$ cat src/rtl/pa_iu_div_ctrl_if.sv
// EX-side request/result bundle for the iterative divider.
// The master side is EX; the slave side is the divider control block.
interface pa_iu_div_ctrl_if;
    logic        ex_div_sel;
    logic [31:0] ex_div_src0;
    logic [31:0] ex_div_src1;
    logic [1:0]  ex_div_func;
    logic        ex_div_flush;
    logic        div_ex_busy;
    logic        div_ex_cmplt;
    logic [31:0] div_ex_result;
    logic        div_flush;

    modport master (
        output ex_div_sel,
        output ex_div_src0,
        output ex_div_src1,
        output ex_div_func,
        output ex_div_flush,
        input  div_ex_busy,
        input  div_ex_cmplt,
        input  div_ex_result,
        input  div_flush
    );

    modport slave (
        input  ex_div_sel,
        input  ex_div_src0,
        input  ex_div_src1,
        input  ex_div_func,
        input  ex_div_flush,
        output div_ex_busy,
        output div_ex_cmplt,
        output div_ex_result,
        output div_flush
    );
endinterface

$ cat src/rtl/pa_iu_div_ctrl.sv
// Radix-4 divider control and operand registers (DIV/DIVU/REM/REMU).
// Optional macro PA_IU_DIV_EARLY_OUT_EN skips ITER when |src0| < |src1|.
module pa_iu_div_ctrl (
    input  logic                   div_clk,
    input  logic                   cpurst_b,
    pa_iu_div_ctrl_if.slave        ex_bus,
    output logic                   div_prepare_src0,
    output logic                   div_prepare_src1,
    output logic                   div_iterating,
    output logic [4:0]             div_ff1_res,
    output logic [31:0]            div_divisor_reg,
    output logic [31:0]            div_quotient_reg,
    output logic [31:0]            div_remainder_reg,
    input  logic                   div_iter_cmplt,
    input  logic [31:0]            div_quotient_reg_updt,
    input  logic [31:0]            div_remainder_reg_updt
);

    typedef enum logic [2:0] {
        IDLE,
        PREP0,
        PREP1,
        ITER,
        CMPLT
    } div_state_e;

    div_state_e  cur_state;
    div_state_e  nxt_state;

    logic [31:0] src0_q;
    logic [31:0] src1_q;
    logic [1:0]  func_q;
    logic        special_q;
    logic [31:0] divisor_q;
    logic [31:0] quotient_q;
    logic [31:0] remainder_q;

    logic        flush;
    logic        req_div0;
    logic        req_ovf;
    logic        req_special;
    logic        is_signed;
    logic [31:0] abs_src0;
    logic [31:0] abs_src1;
    logic        early_out;
    logic [31:0] res_raw;
    logic        res_neg;
    logic [31:0] res_fix;

    // Position of the highest set bit; 0 when no bit is set.
    function automatic logic [4:0] ff1(input logic [31:0] v);
        logic [4:0] idx;
        idx = 5'd0;
        for (int i = 0; i < 32; i++) begin
            if (v[i]) idx = i[4:0];
        end
        return idx;
    endfunction

    assign flush = ex_bus.ex_div_flush;

    // Special cases are decided from the raw request operands.
    assign req_div0    = (ex_bus.ex_div_src1 == 32'd0);
    assign req_ovf     = ~ex_bus.ex_div_func[0]
                       & (ex_bus.ex_div_src0 == 32'h8000_0000)
                       & (ex_bus.ex_div_src1 == 32'hFFFF_FFFF);
    assign req_special = req_div0 | req_ovf;

    // Magnitudes: only signed ops take the absolute value.
    assign is_signed = ~func_q[0];
    assign abs_src0  = (is_signed & src0_q[31]) ? (~src0_q + 32'd1) : src0_q;
    assign abs_src1  = (is_signed & src1_q[31]) ? (~src1_q + 32'd1) : src1_q;

`ifdef PA_IU_DIV_EARLY_OUT_EN
    assign early_out = (abs_src0 < abs_src1);
`else
    assign early_out = 1'b0;
`endif

    // Sign fix is skipped for special results, which are already final.
    assign res_raw = func_q[1] ? remainder_q : quotient_q;
    assign res_neg = is_signed & ~special_q
                   & (func_q[1] ? src0_q[31] : (src0_q[31] ^ src1_q[31]));
    assign res_fix = res_neg ? (~res_raw + 32'd1) : res_raw;

    // State register.
    always_ff @(posedge div_clk) begin
        if (!cpurst_b) begin
            cur_state <= IDLE;
        end else begin
            cur_state <= nxt_state;
        end
    end

    // Next-state and output decode.
    always_comb begin
        nxt_state            = cur_state;
        div_prepare_src0     = 1'b0;
        div_prepare_src1     = 1'b0;
        div_iterating        = 1'b0;
        div_ff1_res          = 5'd0;
        ex_bus.div_ex_busy   = (cur_state != IDLE);
        ex_bus.div_ex_cmplt  = 1'b0;
        ex_bus.div_ex_result = 32'd0;
        ex_bus.div_flush     = flush;
        unique case (cur_state)
            IDLE: begin
                if (ex_bus.ex_div_sel) begin
                    nxt_state = req_special ? CMPLT : PREP0;
                end
            end
            PREP0: begin
                div_prepare_src0 = 1'b1;
                div_ff1_res      = ff1(abs_src0);
                nxt_state        = PREP1;
            end
            PREP1: begin
                div_prepare_src1 = 1'b1;
                div_ff1_res      = ff1(abs_src1);
                nxt_state        = early_out ? CMPLT : ITER;
            end
            ITER: begin
                div_iterating = 1'b1;
                if (div_iter_cmplt) nxt_state = CMPLT;
            end
            CMPLT: begin
                ex_bus.div_ex_cmplt  = ~flush;
                ex_bus.div_ex_result = flush ? 32'd0 : res_fix;
                nxt_state            = IDLE;
            end
            default: nxt_state = IDLE;
        endcase
        if (flush) nxt_state = IDLE;
    end

    // Operand, quotient, remainder and divisor registers.
    always_ff @(posedge div_clk) begin
        if (!cpurst_b) begin
            src0_q      <= 32'd0;
            src1_q      <= 32'd0;
            func_q      <= 2'd0;
            special_q   <= 1'b0;
            divisor_q   <= 32'd0;
            quotient_q  <= 32'd0;
            remainder_q <= 32'd0;
        end else if (flush) begin
            special_q <= 1'b0;
        end else begin
            unique case (cur_state)
                IDLE: begin
                    if (ex_bus.ex_div_sel) begin
                        src0_q    <= ex_bus.ex_div_src0;
                        src1_q    <= ex_bus.ex_div_src1;
                        func_q    <= ex_bus.ex_div_func;
                        special_q <= req_special;
                        if (req_div0) begin
                            quotient_q  <= 32'hFFFF_FFFF;
                            remainder_q <= ex_bus.ex_div_src0;
                        end else if (req_ovf) begin
                            quotient_q  <= 32'h8000_0000;
                            remainder_q <= 32'd0;
                        end
                    end
                end
                PREP0: begin
                    remainder_q <= abs_src0;
                    quotient_q  <= 32'd0;
                end
                PREP1: begin
                    divisor_q <= abs_src1;
                end
                ITER: begin
                    quotient_q  <= div_quotient_reg_updt;
                    remainder_q <= div_remainder_reg_updt;
                end
                default: ;
            endcase
        end
    end

    assign div_divisor_reg   = divisor_q;
    assign div_quotient_reg  = quotient_q;
    assign div_remainder_reg = remainder_q;

endmodule

$ cat src/flat_wrapper.sv
// flat-port wrapper written by rule: the top's interface ports become plain ports
module pa_iu_div_ctrl_flat 
  (div_clk, cpurst_b, div_prepare_src0, div_prepare_src1, div_iterating, div_ff1_res, div_divisor_reg, div_quotient_reg, div_remainder_reg, div_iter_cmplt, div_quotient_reg_updt, div_remainder_reg_updt, ex_bus_ex_div_sel, ex_bus_ex_div_src0, ex_bus_ex_div_src1, ex_bus_ex_div_func, ex_bus_ex_div_flush, ex_bus_div_ex_busy, ex_bus_div_ex_cmplt, ex_bus_div_ex_result, ex_bus_div_flush);
  pa_iu_div_ctrl_if ex_bus_i ();
  input  logic div_clk;
  input  logic cpurst_b;
  output logic div_prepare_src0;
  output logic div_prepare_src1;
  output logic div_iterating;
  output logic [4:0] div_ff1_res;
  output logic [31:0] div_divisor_reg;
  output logic [31:0] div_quotient_reg;
  output logic [31:0] div_remainder_reg;
  input  logic div_iter_cmplt;
  input  logic [31:0] div_quotient_reg_updt;
  input  logic [31:0] div_remainder_reg_updt;
  input wire logic [$bits(ex_bus_i.ex_div_sel)-1:0] ex_bus_ex_div_sel;
  input wire logic [$bits(ex_bus_i.ex_div_src0)-1:0] ex_bus_ex_div_src0;
  input wire logic [$bits(ex_bus_i.ex_div_src1)-1:0] ex_bus_ex_div_src1;
  input wire logic [$bits(ex_bus_i.ex_div_func)-1:0] ex_bus_ex_div_func;
  input wire logic [$bits(ex_bus_i.ex_div_flush)-1:0] ex_bus_ex_div_flush;
  output wire logic [$bits(ex_bus_i.div_ex_busy)-1:0] ex_bus_div_ex_busy;
  output wire logic [$bits(ex_bus_i.div_ex_cmplt)-1:0] ex_bus_div_ex_cmplt;
  output wire logic [$bits(ex_bus_i.div_ex_result)-1:0] ex_bus_div_ex_result;
  output wire logic [$bits(ex_bus_i.div_flush)-1:0] ex_bus_div_flush;
  assign ex_bus_i.ex_div_sel = ex_bus_ex_div_sel;
  assign ex_bus_i.ex_div_src0 = ex_bus_ex_div_src0;
  assign ex_bus_i.ex_div_src1 = ex_bus_ex_div_src1;
  assign ex_bus_i.ex_div_func = ex_bus_ex_div_func;
  assign ex_bus_i.ex_div_flush = ex_bus_ex_div_flush;
  assign ex_bus_div_ex_busy = ex_bus_i.div_ex_busy;
  assign ex_bus_div_ex_cmplt = ex_bus_i.div_ex_cmplt;
  assign ex_bus_div_ex_result = ex_bus_i.div_ex_result;
  assign ex_bus_div_flush = ex_bus_i.div_flush;
  pa_iu_div_ctrl u_core (.div_clk(div_clk), .cpurst_b(cpurst_b), .ex_bus(ex_bus_i), .div_prepare_src0(div_prepare_src0), .div_prepare_src1(div_prepare_src1), .div_iterating(div_iterating), .div_ff1_res(div_ff1_res), .div_divisor_reg(div_divisor_reg), .div_quotient_reg(div_quotient_reg), .div_remainder_reg(div_remainder_reg), .div_iter_cmplt(div_iter_cmplt), .div_quotient_reg_updt(div_quotient_reg_updt), .div_remainder_reg_updt(div_remainder_reg_updt));
endmodule
$ cat config.mk
export PLATFORM = sky130hd
export DESIGN_NAME = pa_iu_div_ctrl_flat
export DESIGN_NICKNAME = d
export VERILOG_FILES = /design/src/rtl/pa_iu_div_ctrl_if.sv /design/src/rtl/pa_iu_div_ctrl.sv /design/src/flat_wrapper.sv
export SDC_FILE = /design/constraint.sdc
export NUM_CORES = 1
export LEC_CHECK = 0
export CORE_UTILIZATION = 51
export CTS_CLUSTER_DIAMETER = 30
export DETAILED_ROUTE_END_ITERATION = 8
export GPL_TIMING_DRIVEN = 0
export PLACE_DENSITY = 0.82
export SLEW_MARGIN = 15
export SYNTH_ARGS = -nofsm -noshare
export SYNTH_HDL_FRONTEND = slang
export SYNTH_SLANG_ARGS = --single-unit
$ cat constraint.sdc
create_clock -name div_clk -period 6 [get_ports div_clk]
set_clock_uncertainty 0.15 [all_clocks]
set_input_delay 0.6 -clock div_clk [delete_from_list [all_inputs] [get_ports div_clk]]
set_output_delay 0.6 -clock div_clk [all_outputs]
set_load 0.05 [all_outputs]
Word-level counts from Yosys, hierarchy flattened
Cells that the tools add are included.

word-level totals
  flip-flop bits (word level) = 166
  input bits = 135
  output and inout bits = 139
  word-level logic and storage cells = 132

cells by class
  add/sub/neg operators = 3
  equal/unequal tests = 9
  mux-type cells = 86
  bitwise logic cells = 16
  reductions and logical operators = 10

operators with widths
  kind                                                    count
  2-to-1 mux 32 bit                                       12
  one-hot mux 32 bit (3 select lines)                     2
  2-to-1 mux 5 bit                                        32
  adder 32 x 1 -> 32 bit (second input constant)          3
  inverter 32 bit                                         3
  == test 32 bit (second input constant)                  2
  2-to-1 mux 4 bit                                        16
  2-to-1 mux 3 bit                                        11
  logical NOT 32 bit                                      1
  one-hot mux 3 bit (4 select lines)                      1
  one-hot mux 5 bit (2 select lines)                      1
  2-to-1 mux 2 bit                                        4
  2-to-1 mux 1 bit                                        7
  AND 1 bit                                               6
  == test 3 x 2 -> 1 bit (second input constant)          2
  AND reduction 2 bit                                     3
  nonzero test 3 bit                                      2
  inverter 1 bit                                          5
  inequality test 2 bit (second input constant)           2
  AND reduction 4 bit                                     1
  == test 3 x 1 -> 1 bit (second input constant)          1
  == test 3 bit (second input constant)                   1
  logical NOT 3 bit                                       1
  inequality test 3 x 1 -> 1 bit (second input constant)  1
  other kinds (4)                                         4

Depth between registers and ports, before layout
Gate-level depths: netlist (run 1).

  depth after elaboration = 35
  depth in mapped cells = 15
  gate-level depth less buffers = 10

Worst setup path before layout (run 1)
OpenSTA, ideal clock, no wires.

  path type = register to output
  start point = register u_core.func_q[1]
  end point = output port ex_bus_div_ex_result[28]
  arrival time = 4.671 ns
  required time = 5.250 ns
  slack = 0.579 ns
  cell stages (with the launch flop) = 16
  path buffers = 6
  cells stage by stage = dfxtp_1 buf_2 buf_2 buf_1 clkbuf_1 buf_2 buf_2 mux2i_1 ha_1 o221ai_1 nor4_1 or3b_1 or2_1 o31ai_1 xnor2_1 nor2_1

between the ends
  word-level cells in the longest chain between the ends = 6
  elaborated cells between the ends (all ways) = 8
  those cells by class = 1 x add/sub; 5 x mux; 2 x bitwise

RTL lines
  element                 line                   text
  start, declared         pa_iu_div_ctrl.sv:32   logic [1:0] func_q;
  start signal, assigned  pa_iu_div_ctrl.sv:154  func_q <= ex_bus.ex_div_func;
  2-to-1 mux 32 bit       pa_iu_div_ctrl.sv:81   assign res_raw = func_q[1] ? remainder_q : quotient_q;
  inverter 32 bit         pa_iu_div_ctrl.sv:84   assign res_fix = res_neg ? (~res_raw + 32'd1) : res_raw;
  adder 32 x 1 -> 32 bit  pa_iu_div_ctrl.sv:84
  2-to-1 mux 32 bit *     pa_iu_div_ctrl.sv:84
  2-to-1 mux 32 bit *     pa_iu_div_ctrl.sv:128  ex_bus.div_ex_result = flush ? 32'd0 : res_fix;
  2-to-1 mux 32 bit *     pa_iu_div_ctrl.sv:106  unique case (cur_state)
  end, declared           flat_wrapper.sv:24     output wire logic [$bits(ex_bus_i.div_ex_result)-1:0] ex_bus_div_ex_result;

Every way passes the cells marked *; elsewhere a longest branch is shown, timed or not.

Worst setup path after layout (run 1)
  start point = register u_core.src0_q[0]
  end point = output port div_ff1_res[0]

between the ends
  word-level cells in the longest chain between the ends = 35

RTL lines
  element                               line                   text
  start, declared                       pa_iu_div_ctrl.sv:30   logic [31:0] src0_q;
  start signal, assigned                pa_iu_div_ctrl.sv:152  src0_q <= ex_bus.ex_div_src0;
  inverter 32 bit *                     pa_iu_div_ctrl.sv:71   assign abs_src0 = (is_signed & src0_q[31]) ? (~src0_q + 32'd1) : src0_q;
  adder 32 x 1 -> 32 bit *              pa_iu_div_ctrl.sv:71
  2-to-1 mux 32 bit *                   pa_iu_div_ctrl.sv:71
  2-to-1 mux 1 bit                      pa_iu_div_ctrl.sv:55   if (v[i]) idx = i[4:0];
  2-to-1 mux 2 bit (2 in series)        pa_iu_div_ctrl.sv:55
  2-to-1 mux 3 bit (4 in series)        pa_iu_div_ctrl.sv:55
  2-to-1 mux 4 bit (8 in series)        pa_iu_div_ctrl.sv:55
  2-to-1 mux 5 bit (15 in series)       pa_iu_div_ctrl.sv:55
  2-to-1 mux 5 bit *                    pa_iu_div_ctrl.sv:55
  one-hot mux 5 bit (2 select lines) *  pa_iu_div_ctrl.sv:106
  end, declared                         flat_wrapper.sv:10     output logic [4:0] div_ff1_res;

Marks and branches as above.

==> flow_summary.ini, run 1 <==
[sta]
setup_violations = 0
maxSlewHeadroom_pct = 30.5
max_freq_mhz = 173
worst_hold_slack_ns = 0.346
rsz0062_at_grt = false
worst_pin_slew_ns = 1.03
timing.setup.tns_ns = 0
report.final.slew_viol_count = 0
hold_viol_final = 0
finalWorstSetupSlack_ns = 0.222
final.period_utilization_pct = 96.3
fin_crit_ns = 5.78

[setup_path]
critPathRequiredTime_ns = 5.25
crit_type = reg -> out
crit_fanout = 8
path_cells = clkbuf_1 > nor4_2 > nand4_1 > o2111a_1 > nor3_1 > o22ai_1 > or4_1 > a21oi_1 > a211o_1 > clkdlybuf4s50_1
slowest_stage = nor4_2
endpoint_kind = output pin
startpoint_type = register
cpPeakStageDelay_ns = 0.82
arrival_ns = 5.03

[clocking]
post_cts_buffers = 0
cts_buffers = 17
cts.sinks = 166
clockRootBuffer = clkbuf_16
clk_latency_ns = 0.45
clkSlewWorstSetupHoldPaths_ns = 0.08
hold_buffers = 0
cts_max_level = 4
clockBufferDepth = 2
cts_tree = done

[logic_synthesis]
synth-simple-area-share_pct = 28.6
synth_edf_count = 0
synth_async_sr_flop_share_pct = 0
ys_warn_count = 0
synth_cells = 1611
synthesis.area_um2 = 11700
synth-xor-area-share_pct = 6.68
synth_cell_type_count = 81
synth_compound_area_share_pct = 25.6
synth_nets = 1749
synthMuxAreaShare_pct = 4.52
synthAdderAreaFrac_pct = 0.322
ys.flop_type = dfxtp_1
synth-seq-area-share_pct = 28.5
ys_ff_latch = 166
synth_top_family_by_area = simple AND/OR/NAND/NOR gates
syn_avg_cell_area_um2 = 7.24

[place]
gp_congestion = 1.03
placed_area_um2 = 14700
pre_cts_slack_ns = -0.822
io_buffers = 272
dp_hpwl_mm = 40.6
placed_cells = 2163

[die]
rows = 54
die_h_um = 153
start_util_pct = 52.7
die_x_um = 153
io_pins = 274
core_area_um2 = 22200
dieArea_um2 = 23500

[layout]
drive_gt1_share_pct = 5.44
mostFrequentLayoutCells = 266 x clkdlybuf4s50_1, 201 x nor2_1, 193 x nand2_1, 166 x dfxtp_1, 159 x a21oi_1
fin_cells = 2194
finalInstanceArea_um2 = 15400
area_growth_pct = 31.6
layout_commonest_cell = clkdlybuf4s50_1
final_net_count = 2038

[drt]
drc = 0
wire_per_inst_um = 23.5
drt_first_pass_iters = 8
viasPerCell = 6.55
vias = 14365
drtAntennaViolNets = 0
initialDrtViolationCount = 1990
wl_mm = 51.6

[pwr]
combPwrFrac_pct = 31.1
p_leak_nw = 5.06
p_int_mw = 2.09
p_clk_share_pct = 33.5
switching_share_pct = 38.0
power_switching_mw = 1.28
seqPwrFrac_pct = 35.3
p_per_area_nw_per_um2 = 220
irDropWorstVdd_mv = 0.211

[global_routing]
track_usage_pct = 42.8
grt_max_degree = 20
antenna_found_initial = 2
grt_pass1_vias = 13200
gr-total-overflow = 0
grt_pass1_wl_mm = 77.4

[job]
max-cap-violations = 0

[worst_hold_path]
hp-class = reg -> reg

[status]
status = complete, no violations
[layer usage]
metal  global-route usage [%]  vias up  wire, um
li1                         -     6438         -
met1                     53.5     6669     19900
met2                     68.4     1037     23200
met3                     9.38      219      5570
met4                     23.8        2      2960
met5                        0        -        12
[critical path: cells and delay by family, from the launching register on]
family | cells | cell delay, ns
and+or+nand+nor | 4 | 2.15
DFF | 1 | 0.31
buffers and inverters | 2 | 1.03
AOI/OAI and AO/OA | 4 | 1.08
[metrics by stage]
step | power [mW] | util, %
2_1_floorplan | 1.85 | -
3_3_place_gp | 2.22 | 66.5
3_5_place_dp | 2.22 | 66.5
4_1_cts | 3.33 | 69.3
5_1_grt | 3.47 | 69.3
6_report | 3.37 | 69.3
[repair_timing]
| action | 4_1_cts | 5_1_grt |
|---|---|---|
| setup endpoints to repair | 11 | 12 |
| gates resized for setup | 14 | 3 |
| cloned | 0 | 0 |
| pin swaps | 0 | 1 |
[cell type report]
class / instances / area (um^2)
clock inverters: 15 / 179
flip-flops and latches: 166 / 3320
diodes: 1 / 2.50
clock buffers: 17 / 425
multi-input cells: 1276 / 7680
fillers: 1794 / 6800
well taps: 280 / 350
inverters: 20 / 75.1
plain buffers: 147 / 596
repair buffers: 272 / 2730
[cells in the mapped netlist, types with 7 or more instances]
cell	number	share of area (%)
clkbuf_1	121	3.9
a31oi_1	17	0.91
nor2b_1	13	0.70
and3_1	13	0.70
o211ai_1	19	1.2
nand3_1	29	1.2
inv_1	19	0.61
or2_2	12	0.64
a311oi_1	15	1.1
dfxtp_1	166	28
a211oi_1	79	5.1
xor2_1	36	2.7
a211o_1	7	0.53
nor3b_1	11	0.71
nor4_1	32	1.7
nand4_1	21	1.1
buf_2	20	0.86
o21ai_1	13	0.56
o31ai_1	18	1.2
or4_1	12	0.77
o21ai_0	56	2.4
xnor2_1	53	4.0
mux2i_1	46	3.9
a21oi_1	159	6.8
or3_1	14	0.75
nand2_1	193	6.2
o21a_1	10	0.64
nand2b_1	12	0.64
a22oi_1	10	0.64
nor2_1	201	6.5
nor3_1	57	2.4
[final timing paths]
kind,endpoint,slack [ns],startpoint,cells past startpoint
setup / recovery,div_ff1_res[0],0.22,u_core.src0_q[0]$_SDFFE_PN0P_,10
setup reg to reg,u_core.div_remainder_reg[23]$_SDFFE_PN0P_,2.32,u_core.func_q[0]$_SDFFE_PN0P_,10
hold / removal,u_core.src0_q[30]$_SDFFE_PN0P_,0.35,u_core.src0_q[30]$_SDFFE_PN0P_,2
hold reg to reg,u_core.src0_q[30]$_SDFFE_PN0P_,0.35,u_core.src0_q[30]$_SDFFE_PN0P_,2
[power groups by stage]
stage	clock (mW)	combinational (mW)	sequential, mW
CTS	1.12	1.02	1.19
finish	1.13	1.05	1.19
global route	1.17	1.11	1.19
detailed placement	0	1.01	1.21
global placement	0	1.01	1.21
floorplan	0	0.593	1.26
[kinds of logic after synthesis]
| family | count (synthesis) |
|---|---|
| compound gates | 462 |
| xor+xnor | 89 |
| fa+ha+maj | 3 |
| buf+inv | 169 |
| flops | 166 |
| mux | 52 |
| simple gates | 670 |
No activity file was read; power rests on OpenSTA's default activity.
==> inputs of run 2 (changes only) <==
--- a/config.mk
+++ b/config.mk
@@ -9,7 +9,7 @@
 export CTS_CLUSTER_DIAMETER = 30
 export DETAILED_ROUTE_END_ITERATION = 8
 export GPL_TIMING_DRIVEN = 0
-export PLACE_DENSITY = 0.82
+export PLACE_DENSITY = 0.8
 export SLEW_MARGIN = 15
 export SYNTH_ARGS = -nofsm -noshare
 export SYNTH_HDL_FRONTEND = slang
==> run 2 against run 1 <==
Compared with the run above:
- the run now ends with setup timing left
- clock power is essentially flat
- largest cell class unchanged
- via count shrank 1.1%
- critical path depth is the same
- final cell count is essentially flat
- count of clock-buffer cells in the layout grew 2
- non-clock buffer count grew 1
- die area is the same
- utilization is essentially flat
- worst hold slack gained 0.00069 ns
- sequential power is essentially flat
- maximum frequency shrank 4.1%
==> flow_summary.ini, run 2 (synthesized netlist as in run 1, its figures left out) <==
[clocking]
clkSlewWorstSetupHoldPaths_ns = 0.07
cts.sinks = 166
cts_max_level = 4
cts_tree = done
clockRootBuffer = clkbuf_16
cts_buffers = 17
clockBufferDepth = 2
clk_latency_ns = 0.45
hold_buffers = 0

[die]
die_h_um = 153
start_util_pct = 52.7
core_area_um2 = 22200
die_x_um = 153
rows = 54
dieArea_um2 = 23500
io_pins = 274

[drt]
viasPerCell = 6.47
initialDrtViolationCount = 1764
drc = 0
wl_mm = 49.9
wire_per_inst_um = 22.7
vias = 14209
drtAntennaViolNets = 0
drt_first_pass_iters = 6

[place]
placed_area_um2 = 14700
placed_cells = 2163
gp_congestion = 1.07
dp_hpwl_mm = 39.4
io_buffers = 272

[layout]
multi_input_area_um2 = 7680
layout_commonest_cell = clkdlybuf4s50_1
mostFrequentLayoutCells = 268 x clkdlybuf4s50_1, 201 x nor2_1, 193 x nand2_1, 166 x dfxtp_1, 159 x a21oi_1
drive_gt1_share_pct = 5.28
n_fill_cell = 1916
final_net_count = 2039
fin_cells = 2195
regArea_um2 = 3320
area_growth_pct = 31.5
finalInstanceArea_um2 = 15300

[sta]
report.final.slew_viol_count = 0
worst_pin_slew_ns = 1.05
finalWorstSetupSlack_ns = -0.0243
maxSlewHeadroom_pct = 29.2
max_freq_mhz = 166
hold_viol_final = 0
final.period_utilization_pct = 100
fin_crit_ns = 6.02
setup_violations = 1
rsz0062_at_grt = false

[setup_path]
slowest_stage = clkdlybuf4s50_1
crit_fanout = 10
crit_type = reg -> out
arrival_ns = 5.27
ff2ff_path_depth = 10
critPathRequiredTime_ns = 5.25
cpMostUsedCell = clkbuf_1
rr_endpoint = u_core.div_remainder_reg[23]$_SDFFE_PN0P_
worst_setup_path_endpoint = div_ff1_res[1]
r2r-start = u_core.func_q[0]$_SDFFE_PN0P_
path_cells = clkbuf_1 > nor2b_1 > clkbuf_1 > clkbuf_1 > a32oi_1 > o311ai_0 > a211oi_1 > o22ai_1 > o31ai_1 > clkdlybuf4s50_1
endpoint_kind = output pin
cp-startpoint = u_core.func_q[0]$_SDFFE_PN0P_
cpPeakStageDelay_ns = 0.74
startpoint_type = register
reg2reg_slack_ns = 2.04

[job]
max-cap-violations = 0

[global_routing]
antenna_found_initial = 2
grt_max_degree = 20
gr-total-overflow = 0
grtUsageMet3_pct = 6.92
grt_pass1_vias = 12730
track_usage_pct = 41.3
use_met2_pct = 63.1
busiest_layer = met2
grt_pass1_wl_mm = 74.6
globalRouteMet1Util_pct = 55.0

[status]
status = complete, but fails checks
violations = setup timing

[pwr]
power_mw = 3.37
power_switching_mw = 1.21
seqPwrFrac_pct = 35.3
switching_share_pct = 35.9
p_clk_share_pct = 33.6
p_int_mw = 2.16
p_leak_nw = 5.04
p_per_area_nw_per_um2 = 219
irDropWorstVdd_mv = 0.170
combPwrFrac_pct = 31.1

[worst_hold_path]
hp-class = reg -> reg
## run 2: final cells by class
class | count | share of cell area [%]
repair buffers | 273 | 17.8
clock inverters | 12 | 0.946
flip-flops and latches | 166 | 21.6
diodes | 2 | 0.0326
plain buffers | 147 | 3.90
clock buffers | 19 | 2.89
multi-input cells | 1276 | 50.0
inverters | 20 | 0.489
well taps | 280 | 2.28
## run 2: through the flow
step	util (%)	hold WS, ns	TNS, ns	setup slack [ns]
floorplan	-	0.310	0	0.579
global placement	66.5	0.328	-5.09	-1.04
detailed placement	66.5	0.333	-5.14	-1.04
CTS	69.2	0.343	0	0.115
global route	69.3	0.381	0	0.0398
finish	69.3	0.347	-0.0243	-0.0243
## run 2: how the worst min path moves through the flow
stage                                       startpoint                                      end  cells after the start
5_1_grt                 u_core.src0_q[30]$_SDFFE_PN0P_           u_core.src0_q[30]$_SDFFE_PN0P_                      2
6_report        u_core.div_divisor_reg[3]$_SDFFE_PN0P_   u_core.div_divisor_reg[3]$_SDFFE_PN0P_                      2
3_3_place_gp    u_core.div_divisor_reg[3]$_SDFFE_PN0P_   u_core.div_divisor_reg[3]$_SDFFE_PN0P_                      2
2_1_floorplan           u_core.src0_q[21]$_SDFFE_PN0P_           u_core.src0_q[21]$_SDFFE_PN0P_                      2
3_5_place_dp   u_core.div_divisor_reg[28]$_SDFFE_PN0P_  u_core.div_divisor_reg[28]$_SDFFE_PN0P_                      2
4_1_cts                 u_core.src0_q[15]$_SDFFE_PN0P_           u_core.src0_q[15]$_SDFFE_PN0P_                      2
## run 2: per-layer routing
metal | vias up | wire (um)
li1 | 6445 | -
met1 | 6562 | 20100
met2 | 1002 | 21400
met3 | 200 | 5520
met4 | 0 | 2910
met5 | - | 0
## run 2: critical path: cells and delay by family (launching register included)
kind                   cells  cell delay [ns]
flip-flops                 1             0.31
AND/OR/NAND/NOR            1             0.72
buffers and inverters      4             2.11
AO/OA/AOI/OAI              5             1.67
## run 2: what timing repair did
action,in CTS,in global routing
resized for setup,11,2
setup buffers,0,1
pin swaps,1,1
endpoints found under the setup margin,11,6
## run 2: power by group through the flow
| stage | Sequential, mW | Clock [mW] | Combinational [mW] |
|---|---|---|---|
| CTS | 1.19 | 1.13 | 1.01 |
| global placement | 1.21 | 0 | 0.998 |
| global route | 1.19 | 1.17 | 1.11 |
| detailed placement | 1.21 | 0 | 1.01 |
| floorplan | 1.26 | 0 | 0.593 |
| finish | 1.19 | 1.13 | 1.05 |
